File: src/rtl/alu_seq_pkg.sv
// Shared definitions for the ALU sequencer: FSM state encoding, ALU opcodes
// and default datapath widths.
package alu_seq_pkg;

   localparam int ADDR_W_DEF = 5;
   localparam int DATA_W_DEF = 32;

   localparam logic [1:0] OP_ADD = 2'b00;
   localparam logic [1:0] OP_SUB = 2'b01;
   localparam logic [1:0] OP_SHL = 2'b10;
   localparam logic [1:0] OP_SHR = 2'b11;

   typedef enum logic [1:0] {
      IDLE  = 2'b00,
      READ  = 2'b01,
      EXEC  = 2'b10,
      WRITE = 2'b11
   } state_t;

endpackage

File: src/rtl/alu_sequencer.sv
// alu_sequencer: sequences one instruction at a time through an external
// register file and registered 4-op ALU (read, execute, write-back), or
// writes an immediate straight to rd for loads.
//
// Optional feature: define ALU_SEQ_PERF_CNT_EN to add the perf_count port
// (retired-instruction counter, PERF_W bits, wraps).
//
// Ports:
//   clock, reset           single clock, async active-high reset
//   in_valid / in_ready    instruction handshake
//   in_load, in_op, in_rd, in_rs1, in_rs2, in_imm   instruction fields
//   rf_we, rf_a1..rf_a3, rf_wd                      regfile control
//   alu_op, alu_result                              ALU control / result
//   done_valid, done_rd, done_data                  write-back report
//   perf_count                                      (ALU_SEQ_PERF_CNT_EN only)
//
// state | meaning
// IDLE  | ready for a new instruction
// READ  | regfile reads rs1/rs2
// EXEC  | ALU computes captured op
// WRITE | write-back to rd, done pulse
module alu_sequencer
   import alu_seq_pkg::*;
#(
   parameter int ADDR_W = ADDR_W_DEF,
`ifdef ALU_SEQ_PERF_CNT_EN
   parameter int PERF_W = 16,
`endif
   parameter int DATA_W = DATA_W_DEF
) (
   input  logic              clock,
   input  logic              reset,
   input  logic              in_valid,
   output logic              in_ready,
   input  logic              in_load,
   input  logic [1:0]        in_op,
   input  logic [ADDR_W-1:0] in_rd,
   input  logic [ADDR_W-1:0] in_rs1,
   input  logic [ADDR_W-1:0] in_rs2,
   input  logic [DATA_W-1:0] in_imm,
   output logic              rf_we,
   output logic [ADDR_W-1:0] rf_a1,
   output logic [ADDR_W-1:0] rf_a2,
   output logic [ADDR_W-1:0] rf_a3,
   output logic [DATA_W-1:0] rf_wd,
   output logic [1:0]        alu_op,
   input  logic [DATA_W-1:0] alu_result,
   output logic              done_valid,
   output logic [ADDR_W-1:0] done_rd,
   output logic [DATA_W-1:0] done_data
`ifdef ALU_SEQ_PERF_CNT_EN
   ,
   output logic [PERF_W-1:0] perf_count
`endif
);

   state_t            state, state_nxt;
   logic              armed;
   logic              accept;
   logic              in_write;
   logic              load_q;
   logic [1:0]        op_q;
   logic [ADDR_W-1:0] rd_q, rs1_q, rs2_q;
   logic [DATA_W-1:0] imm_q;

   // armed keeps in_ready low until the first clock after reset releases
   always_ff @(posedge clock or posedge reset) begin
      if (reset) begin
         state <= IDLE;
         armed <= 1'b0;
      end else begin
         state <= state_nxt;
         armed <= 1'b1;
      end
   end

   always_comb begin
      state_nxt = state;
      accept    = 1'b0;
      in_write  = 1'b0;
      case (state)
         IDLE: begin
            if (in_valid && armed) begin
               accept    = 1'b1;
               state_nxt = in_load ? WRITE : READ;
            end
         end
         READ:  state_nxt = EXEC;
         EXEC:  state_nxt = WRITE;
         WRITE: begin
            in_write  = 1'b1;
            state_nxt = IDLE;
         end
         default: state_nxt = IDLE;
      endcase
   end

   always_ff @(posedge clock or posedge reset) begin
      if (reset) begin
         load_q <= 1'b0;
         op_q   <= '0;
         rd_q   <= '0;
         rs1_q  <= '0;
         rs2_q  <= '0;
         imm_q  <= '0;
      end else if (accept) begin
         load_q <= in_load;
         op_q   <= in_op;
         rd_q   <= in_rd;
         rs1_q  <= in_rs1;
         rs2_q  <= in_rs2;
         imm_q  <= in_imm;
      end
   end

   // Everything below comes from state and holding registers; in_* never
   // reaches the regfile/ALU side combinationally. rf_we follows the async
   // state reset, so it drops immediately when reset rises.
   assign in_ready   = armed && (state == IDLE);
   assign rf_we      = in_write;
   assign rf_a1      = rs1_q;
   assign rf_a2      = rs2_q;
   assign rf_a3      = rd_q;
   assign alu_op     = op_q;
   assign rf_wd      = in_write ? (load_q ? imm_q : alu_result) : '0;
   assign done_valid = in_write;
   assign done_rd    = rd_q;
   assign done_data  = rf_wd;

`ifdef ALU_SEQ_PERF_CNT_EN
   logic [PERF_W-1:0] perf_q;

   always_ff @(posedge clock or posedge reset) begin
      if (reset)
         perf_q <= '0;
      else if (in_write)
         perf_q <= perf_q + PERF_W'(1);
   end

   assign perf_count = perf_q;
`endif

endmodule

File: config.mk
export PLATFORM = sky130hd
export DESIGN_NAME = alu_sequencer
export DESIGN_NICKNAME = d
export VERILOG_FILES = /design/src/rtl/alu_seq_pkg.sv /design/src/rtl/alu_sequencer.sv
export SDC_FILE = /design/constraint.sdc
export NUM_CORES = 1
export LEC_CHECK = 0
export ABC_AREA = 1
export BUFFER_PORTS_ARGS = -buffer_cell sky130_fd_sc_hd__buf_4
export CAP_MARGIN = 25
export CORE_ASPECT_RATIO = 1.25
export CORE_UTILIZATION = 30
export CTS_CLUSTER_DIAMETER = 60
export DETAILED_ROUTE_END_ITERATION = 8
export GPL_TIMING_DRIVEN = 1
export PLACE_DENSITY = 0.69
export SLEW_MARGIN = 40
export SYNTH_ARGS = -nofsm -noshare
export SYNTH_HDL_FRONTEND = slang
export SYNTH_SLANG_ARGS = --single-unit
File: constraint.sdc
create_clock -name clock -period 2.65 [get_ports clock]
set_clock_uncertainty 0.2 [all_clocks]
set_input_delay 0 -clock clock [delete_from_list [all_inputs] [get_ports clock]]
set_output_delay 0 -clock clock [all_outputs]
set_load 0.02 [all_outputs]
==> results.cfg <==
[timing]
final.setup.tns_ns = 0
slew_violations = 0
hold_violations = 0
maxClockFrequency_mhz = 472
post-route-period-util_pct = 80.0
finalSetupViolations = 0
min_period_ns = 2.12
slew_headroom_pct = 56.3
rsz0062_at_grt = no
worst_slew_pin_slew_ns = 0.656

[cells_and_area]
areaGrowthSynthToFinish_pct = 61.6
final_common_cell = buf_4
mostFrequentLayoutCells = buf_4, nand2_1, nor2_1
nNetsFinal = 652
layout-drive-gt1-share_pct = 33.9
fillers = 912
fin_cells = 686
antenna_cells = 0

[routing]
drt-wirelength-per-cell_microns = 13.0
drt-total-wl_microns = 8940
via_count = 3133
drc = 0
firstDrtPassIters = 5
drtIter0Drc = 160
via_per_inst = 4.57
drtAntennaViolNets = 0

[synthesis]
synth-seq-cells = 53
ys_warn_count = 0
synth-seq-area-share_pct = 45.7
synth_fp_nets = 478
ys_types = 14
yosysTopAreaCell = dfrtp_1
synth_area_sq_mm = 0.00290
synth.top_cell.area_share_pct = 45.7
ys_top_cells_by_area = dfrtp_1, nand2_1, buf_4, nand3_1, nor2_1
synth_area_per_cell_sq_um = 7.47
syn_inst = 388

[critical_path]
worstReg2RegStart = state[0]
cp-startpoint = state[1]
crit_arrival_ns = 1.92
path_class = reg -> out
rr_endpoint = imm_q[2]
critPathCaptureType = output pin
required_ns = 2.45
worstPathMaxFanout = 22
r2r_setup_slack_ns = 0.59
cp-start-kind = flip-flop
reg2reg_depth = 6

[global_routing]
top_usage_layer = met2
met2_usage_pct = 32.4
grt.total_usage_pct = 17.6
use_met1_pct = 20.4
grt_pass1_wl_microns = 14600
grt_max_degree = 54
grt_use_met3_pct = 3.48
antenna_found_initial = 0
grt_pass1_vias = 3100
grt.overflow.total = 0

[hold_path]
hold_class = in -> reg
min_to = imm_q[27]
min_from = in_valid
hold_depth = 4

[clock_tree]
root_buffer = clkbuf_16
cts_buffers = 5
htree_levels = 2
max-clock-path-buffers = 2
cts_tree = done
clock-sinks = 53
clk_latency_ns = 0.28
post_cts.repair.setup_buffers = 0
clk_pin_slew_worst_paths_ns = 0.07

[power]
total_power_w = 0.00474
ir_drop_v = 0.000434
power.leakage_nw = 2.57
p_per_area_mw_per_mm2 = 1010

[die]
dieWidth_microns = 89.9
num_rows = 39
core-area_sq_mm = 0.00927
die_area_sq_mm = 0.0101
pin_count = 174
initial_utilization_pct = 31.3
fp.dieH_microns = 112

[placed_design]
io_buffers = 173
place_congestion = 0.795
numPlacedInstances = 627
dpl.hpwl_microns = 5850

[outcome]
status = completed

[run]
max_cap_viol_count = 0
## how the worst max path moves through the flow
| stage | cells past startpoint | to | slack (ns) |
|---|---|---|---|
| floorplan | 5 | rf_wd[10] | 0.99 |
| global placement | 6 | imm_q[9] | 0.75 |
| detailed placement | 6 | rf_a2[3] | 0.61 |
| CTS | 5 | rf_wd[12] | 0.52 |
| global route | 5 | rf_wd[12] | 0.39 |
| finish | 5 | done_data[12] | 0.53 |
## kinds of logic (layout without fill, tap and decap cells)
kind of cell               after synthesis  after routing  synth area share (%)
AOI/OAI and AO/OA                       32             32                  5.52
and+or+nand+nor                        228            228                  31.9
adders and majority gates                5              5                  2.16
other                                    1              1                 0.129
buffers and inverters                   69            244                  14.6
DFF                                     53             53                  45.7
## synthesized netlist by cell type (all sizes together)
library cell	instances
conb	1
nor2	64
or2	1
buf	53
nand2	110
dfrtp	53
nand3	53
clkbuf	10
ha	5
o21ai	32
inv	6
## registers in the layout, indices dropped and copies added, names as in the netlist
register	cells
rf_a1	5
alu_op	2
armed	1
imm_q	32
state	2
done_rd	5
rf_a2	5
load_q	1
## cell type report
class | instances | area (sq um) | area share [%]
Timing Repair Buffer | 230 | 1870 | 39.8
Sequential cell | 53 | 1330 | 28.3
Multi-Input combinational cell | 266 | 1160 | 24.7
Tap cell | 123 | 154 | 3.28
Clock buffer | 7 | 153 | 3.26
Inverter | 6 | 25.0 | 0.534
Clock inverter | 1 | 5.00 | 0.107
## metrics by stage
step | area [sq um] | worst slack (ns) | utilization, % | hold slack (ns)
2_1_floorplan | 2900 | 0.992 | - | -0.0623
3_3_place_gp | 4020 | 0.751 | 43.3 | 0.0237
3_5_place_dp | 4020 | 0.607 | 43.3 | -0.0429
4_1_cts | 4690 | 0.519 | 50.5 | 0.0859
5_1_grt | 4690 | 0.388 | 50.5 | 0.120
6_report | 4690 | 0.530 | 50.5 | 0.0944
## critical path, stage by stage, from the launching register on
cell     delay [ns]
dfrtp_1        0.43
ha_1           0.37
buf_4          0.30
o21ai_0        0.16
nor2_1         0.20
buf_4          0.18
## what timing repair did
| item | 4_1_cts | 5_1_grt |
|---|---|---|
| endpoints found under the hold margin | 104 | 0 |
| resized for setup | 0 | 0 |
| hold buffers | 51 | 0 |
## metal layers
metal  wire [microns]  up-vias
met5                0        -
met4              153        0
met3              405       14
met2             4820      108
met1             3560     1477
li1                 -     1534
## power breakdown
group / switching, W / internal (W) / leakage (nW)
registers: 0.000231 / 0.00118 / 0.659
logic: 0.00158 / 0.00107 / 1.83
clock network: 0.000272 / 0.000400 / 0.0799
Power figures use the tool's default switching activity.
